[src/rtl/key_debouncer_if.sv]
// Pushbutton debouncer signal bundle: raw key in, debounced level/strobes out.
// glitch_cnt exists only when KEY_DEBOUNCE_GLITCH_CNT_EN is defined.
interface key_debouncer_if;
    logic       key_raw;
    logic       key_level;
    logic       press_pulse;
    logic       release_pulse;
    logic       busy;
`ifdef KEY_DEBOUNCE_GLITCH_CNT_EN
    logic [7:0] glitch_cnt;

    modport master (output key_raw,
                    input  key_level, press_pulse, release_pulse, busy, glitch_cnt);
    modport slave  (input  key_raw,
                    output key_level, press_pulse, release_pulse, busy, glitch_cnt);
`else
    modport master (output key_raw,
                    input  key_level, press_pulse, release_pulse, busy);
    modport slave  (input  key_raw,
                    output key_level, press_pulse, release_pulse, busy);
`endif
endinterface

[src/rtl/key_debouncer.sv]
// Active-low pushbutton debouncer: synchronizer, stable-time counter, 4-state filter FSM.
// Optional rejected-glitch counter enabled by defining KEY_DEBOUNCE_GLITCH_CNT_EN.
module key_debouncer #(
    parameter int SYNC_STAGES     = 2,
    parameter int DEBOUNCE_CYCLES = 1000000,
    parameter int CNT_W           = 24
) (
    input  logic            clk,
    input  logic            rst_n,
    key_debouncer_if.slave  bus
);

    typedef enum logic [1:0] {IDLE_HI, FILT_LO, IDLE_LO, FILT_HI} state_t;

    localparam logic [CNT_W-1:0] LP_CNT_LAST = CNT_W'(DEBOUNCE_CYCLES - 1);
    localparam logic [CNT_W-1:0] LP_CNT_ONE  = CNT_W'(1);

    logic [SYNC_STAGES-1:0] r_sync;
    logic                   w_sync_in;

    state_t                 r_state, w_state_nxt;
    logic [CNT_W-1:0]       r_cnt, w_cnt_nxt;
    logic                   r_level, w_level_nxt;
    logic                   r_press, w_press_nxt;
    logic                   r_release, w_release_nxt;
    logic                   r_busy, w_busy_nxt;
    logic                   w_reject;

    // Reset to 1 so a held-down key still looks like a fresh press after reset.
    always_ff @(posedge clk or negedge rst_n) begin
        if (!rst_n) r_sync <= '1;
        else        r_sync <= {r_sync[SYNC_STAGES-2:0], bus.key_raw};
    end

    assign w_sync_in = r_sync[SYNC_STAGES-1];

    always_ff @(posedge clk or negedge rst_n) begin
        if (!rst_n) begin
            r_state   <= IDLE_HI;
            r_cnt     <= '0;
            r_level   <= 1'b1;
            r_press   <= 1'b0;
            r_release <= 1'b0;
            r_busy    <= 1'b0;
        end else begin
            r_state   <= w_state_nxt;
            r_cnt     <= w_cnt_nxt;
            r_level   <= w_level_nxt;
            r_press   <= w_press_nxt;
            r_release <= w_release_nxt;
            r_busy    <= w_busy_nxt;
        end
    end

    // Counter holds the number of consecutive candidate samples seen so far.
    always_comb begin
        w_state_nxt   = r_state;
        w_cnt_nxt     = '0;
        w_level_nxt   = r_level;
        w_press_nxt   = 1'b0;
        w_release_nxt = 1'b0;
        w_busy_nxt    = 1'b0;
        w_reject      = 1'b0;
        case (r_state)
            IDLE_HI: begin
                if (!w_sync_in) begin
                    w_state_nxt = FILT_LO;
                    w_cnt_nxt   = LP_CNT_ONE;
                    w_busy_nxt  = 1'b1;
                end
            end
            FILT_LO: begin
                if (w_sync_in) begin
                    w_state_nxt = IDLE_HI;
                    w_reject    = 1'b1;
                end else if (r_cnt == LP_CNT_LAST) begin
                    w_state_nxt = IDLE_LO;
                    w_level_nxt = 1'b0;
                    w_press_nxt = 1'b1;
                end else begin
                    w_cnt_nxt  = r_cnt + LP_CNT_ONE;
                    w_busy_nxt = 1'b1;
                end
            end
            IDLE_LO: begin
                if (w_sync_in) begin
                    w_state_nxt = FILT_HI;
                    w_cnt_nxt   = LP_CNT_ONE;
                    w_busy_nxt  = 1'b1;
                end
            end
            FILT_HI: begin
                if (!w_sync_in) begin
                    w_state_nxt = IDLE_LO;
                    w_reject    = 1'b1;
                end else if (r_cnt == LP_CNT_LAST) begin
                    w_state_nxt   = IDLE_HI;
                    w_level_nxt   = 1'b1;
                    w_release_nxt = 1'b1;
                end else begin
                    w_cnt_nxt  = r_cnt + LP_CNT_ONE;
                    w_busy_nxt = 1'b1;
                end
            end
            default: begin
                w_state_nxt = IDLE_HI;
                w_level_nxt = 1'b1;
            end
        endcase
    end

    assign bus.key_level     = r_level;
    assign bus.press_pulse   = r_press;
    assign bus.release_pulse = r_release;
    assign bus.busy          = r_busy;

`ifdef KEY_DEBOUNCE_GLITCH_CNT_EN
    logic [7:0] r_glitch_cnt;

    // Saturating so a noisy switch cannot make the count wrap back to small values.
    always_ff @(posedge clk or negedge rst_n) begin
        if (!rst_n)                               r_glitch_cnt <= 8'd0;
        else if (w_reject && r_glitch_cnt != 8'hFF) r_glitch_cnt <= r_glitch_cnt + 8'd1;
    end

    assign bus.glitch_cnt = r_glitch_cnt;
`endif

endmodule

[src/flat_wrapper.sv]
// flat-port wrapper written by rule: the top's interface ports become plain ports
module key_debouncer_flat 
#(
    parameter int SYNC_STAGES     = 2,
    parameter int DEBOUNCE_CYCLES = 1000000,
    parameter int CNT_W           = 24
)
  (clk, rst_n, bus_key_raw, bus_key_level, bus_press_pulse, bus_release_pulse, bus_busy);
  key_debouncer_if bus_i ();
  input  logic clk;
  input  logic rst_n;
  input wire logic [$bits(bus_i.key_raw)-1:0] bus_key_raw;
  output wire logic [$bits(bus_i.key_level)-1:0] bus_key_level;
  output wire logic [$bits(bus_i.press_pulse)-1:0] bus_press_pulse;
  output wire logic [$bits(bus_i.release_pulse)-1:0] bus_release_pulse;
  output wire logic [$bits(bus_i.busy)-1:0] bus_busy;
  assign bus_i.key_raw = bus_key_raw;
  assign bus_key_level = bus_i.key_level;
  assign bus_press_pulse = bus_i.press_pulse;
  assign bus_release_pulse = bus_i.release_pulse;
  assign bus_busy = bus_i.busy;
  key_debouncer #(.SYNC_STAGES(SYNC_STAGES), .DEBOUNCE_CYCLES(DEBOUNCE_CYCLES), .CNT_W(CNT_W)) u_core (.clk(clk), .rst_n(rst_n), .bus(bus_i));
endmodule
[config.mk]
export PLATFORM = sky130hd
export DESIGN_NAME = key_debouncer_flat
export DESIGN_NICKNAME = d
export VERILOG_FILES = /design/src/rtl/key_debouncer_if.sv /design/src/rtl/key_debouncer.sv /design/src/flat_wrapper.sv
export SDC_FILE = /design/constraint.sdc
export NUM_CORES = 1
export LEC_CHECK = 0
export BUFFER_PORTS_ARGS = -buffer_cell sky130_fd_sc_hd__buf_4
export CAP_MARGIN = 40
export CORE_ASPECT_RATIO = 0.9
export CORE_MARGIN = 2
export CORE_UTILIZATION = 40
export CTS_CLUSTER_SIZE = 8
export DETAILED_ROUTE_END_ITERATION = 8
export PLACE_DENSITY = 0.67
export SLEW_MARGIN = 20
export SYNTH_ARGS = -nofsm -noshare
export SYNTH_HDL_FRONTEND = slang
export SYNTH_SLANG_ARGS = --single-unit
export TNS_END_PERCENT = 5
[constraint.sdc]
create_clock -name clk -period 4.8 [get_ports clk]
set_input_delay 0.48 -clock clk [delete_from_list [all_inputs] [get_ports clk]]
set_output_delay 0.48 -clock clk [all_outputs]
set_load 0.01 [all_outputs]
==> results.yml <==
cts:
  clkSlewWorstSetupHoldPaths_ns: 0.07
  ctsLongestPathBuffers: 2
  insertion_delay_ns: 0.28
  htreeDepth: 2
  cts_tree: "built"
  clock-root-buffer: "clkbuf_8"
  ctsResizeCount: 0
  clock-sinks: 32
  ctsHoldBuffers: 0
  cts_inserted_buffers: 5
  postCtsSetupRepairBufs: 0
timing:
  worstMarginPinSlew_ns: 0.7142
  finalCritPeriodShare_pct: 47.07
  rsz0062_at_grt: "false"
  finalClockSkew_ns: 0.006858
  drv_slew: 0
  relSlewSlack_pct: 52.17
  fin_ws_ns: 2.540
  setup_viol: 0
  fin_crit_ns: 2.260
  final_hold_viol_count: 0
  finalSetupTns_ns: 0
  fmax_ghz: 0.4426
logic_synthesis:
  yosys.cell_types.count: 31
  ys_seq_area_share_pct: 51.81
  syn_inst: 155
  synthFlopType: "dfrtp_1"
  syn_nets: 159
  synth_compound_area_share_pct: 8.058
  async_flop_share_pct: 100.0
  yosysWarnings: 0
  synth_top_family_by_area: "simple AND/OR/NAND/NOR gates"
  synth_mux_area_share_pct: 0.6446
  synthesis.area_um2: 1553
  ys_seq_elements: 32
  synthAdderAreaFrac_pct: 0.8058
  synthSimpleGateAreaFrac_pct: 24.34
  synth_edf_count: 0
  synth_xor_area_share_pct: 9.589
  synth.avg_cell_area_um2: 10.02
floorplan:
  fp.dieH_um: 63.11
  die-area_um2: 4397
  boundaryPins: 7
  core-area_um2: 3731
  initial_core_util_pct: 41.62
  rows: 21
  die_x_um: 69.68
grt:
  use_met1_pct: 18.77
  use_met3_pct: 4.960
  track_usage_pct: 14.85
  grt_start_max_net_pins: 33
  overflow: 0
  grt_busiest_layer: "met2"
  antenna_found_initial: 0
  grt_pass1_vias: 1144
  grt_pass1_wl_um: 5216
  grt_use_met2_pct: 23.68
final_layout:
  fin_nets: 165
  drive_gt1_share_pct: 12.96
  syn_to_final_growth_pct: 10.96
  antennaDiodeCount: 0
  final_util_pct: 46.18
drt:
  via_per_inst: 5.587
  drcViolationCount: 0
  firstDrtPassIters: 4
  finalWirelength_um: 2924
  ant_nets: 0
  vias: 1162
  avgRoutedWirePerCell_um: 14.06
  dr.first_iter.drc_count: 65
flow_run:
  maxCapViolCount: 0
worst_setup_path:
  crit_type: "reg2reg"
  cp_num_buf_inv: 1
  cp.required_ns: 4.96
  start_kind: "flip-flop"
  cpPeakStageDelay_ns: 0.62
  cp-end-kind: "flip-flop"
  cpMaxStageDelayCell: "o211ai_1"
  cp_max_fo: 16
  arrival_ns: 2.42
  cp_top_family: "simple AND/OR/NAND/NOR gates"
  crit_chain: "nor4_1, nand3_1, o211ai_1, buf_4, nor2_1"
outcome:
  status: "finished clean"
placed_design:
  numPortBuffers: 6
  dpl_worst_slack_ns: 2.564
  gp_congestion: 0.7974
  dpl.hpwl_um: 2049
hold_path:
  hold_path_class: "in2async"
pwr:
  power.density_nw_per_um2: 324.8
  p_leak_nw: 0.6582
  ir_worst_vdd_mv: 0.1866
==> worst register-to-register path: stages (launching register included) <==
cell and delay (ns):
dfrtp_1 0.47, nor4_1 0.49, nand3_1 0.16, o211ai_1 0.62, buf_4 0.34, nor2_1 0.08
==> final cells by class <==
type | instances | area [um^2]
fill | 351 | 2008
sequential | 32 | 804.5
multi-input combinational | 109 | 674.4
clock buffer | 5 | 68.82
tap | 46 | 57.56
timing repair buffer | 7 | 52.55
clock inverter | 3 | 42.54
inverter | 6 | 22.52
==> final timing paths <==
check	startpoint	endpoint	slack [ns]	cells past startpoint
setup / recovery	u_core.r_cnt[7]	u_core.r_cnt[15]	2.54	5
hold / removal	rst_n	u_core.r_cnt[7]	0.12	1
setup reg to reg	u_core.r_cnt[7]	u_core.r_cnt[15]	2.54	5
hold reg to reg	u_core.r_sync[0]	u_core.r_sync[1]	0.36	0
max in group asynchronous	rst_n	u_core.r_sync[0]	4.36	1
min in group clk	bus_key_raw	u_core.r_sync[0]	0.30	1
==> synthesized netlist by cell type, types with 4 or more instances <==
cell type / n / share of area [%]
inv_1: 6 / 1.5
dfrtp_1: 29 / 47
nand4_1: 7 / 2.8
a21oi_1: 7 / 2.3
o31ai_1: 4 / 1.9
o21ai_0: 6 / 1.9
xor2_1: 4 / 2.3
nand2_1: 8 / 1.9
nor4_1: 6 / 2.4
or4_1: 5 / 2.4
nor2_1: 19 / 4.6
xnor2_1: 13 / 7.3
nand3_1: 9 / 2.9
or3_1: 5 / 2.0
==> logic make-up after synthesis <==
group,after synthesis
multiplexers,1
XOR/XNOR,17
adder cells (fa/ha/maj),1
AO/OA/AOI/OAI,21
buffers and inverters,14
flip-flops,32
AND/OR/NAND/NOR,69
==> cell usage in the layout, fill, tap and decap left out, drive strengths merged, types with 6 or more instances in the layout <==
cell,instances
dfrtp,29
nor2,19
xnor2,13
nand3,9
nand4,9
nand2,8
a21oi,7
buf,7
nor4,6
inv,6
o21ai,6
==> state kept, by name, summed over array words and instances (netlist names), named ones only <==
name                      flops
u_core.r_cnt                 24
u_core.bus.busy               1
u_core.bus.press_pulse        1
u_core.r_sync                 2
u_core.r_state                1
u_core.bus.release_pulse      1
u_core.bus.key_level          1
==> metal layers <==
| metal | up-vias | wire length (um) |
|---|---|---|
| met2 | 18 | 1364 |
| met5 | - | 0 |
| met4 | 0 | 23 |
| met3 | 2 | 98 |
| met1 | 574 | 1438 |
| li1 | 568 | - |
==> through the flow <==
step / cells / total power [mW] / instance area [um^2] / hold slack (ns)
final: 208 / 0.5597 / 1723 / 0.1193
after global routing: 208 / 0.5825 / 1723 / 0.1468
after CTS: 208 / 0.5625 / 1723 / 0.1333
after detailed placement: 200 / 0.3105 / 1612 / 0.3488
after global placement: 200 / 0.3093 / 1612 / 0.3495
after floorplan: 155 / 0.2989 / 1553 / 0.1844
==> where the power goes <==
group          internal [mW]  switching (mW)
combinational        0.00760          0.0157
sequential             0.276         0.00560
clock                  0.153           0.101
total                  0.437           0.123
(Power assumes the default switching activity.)
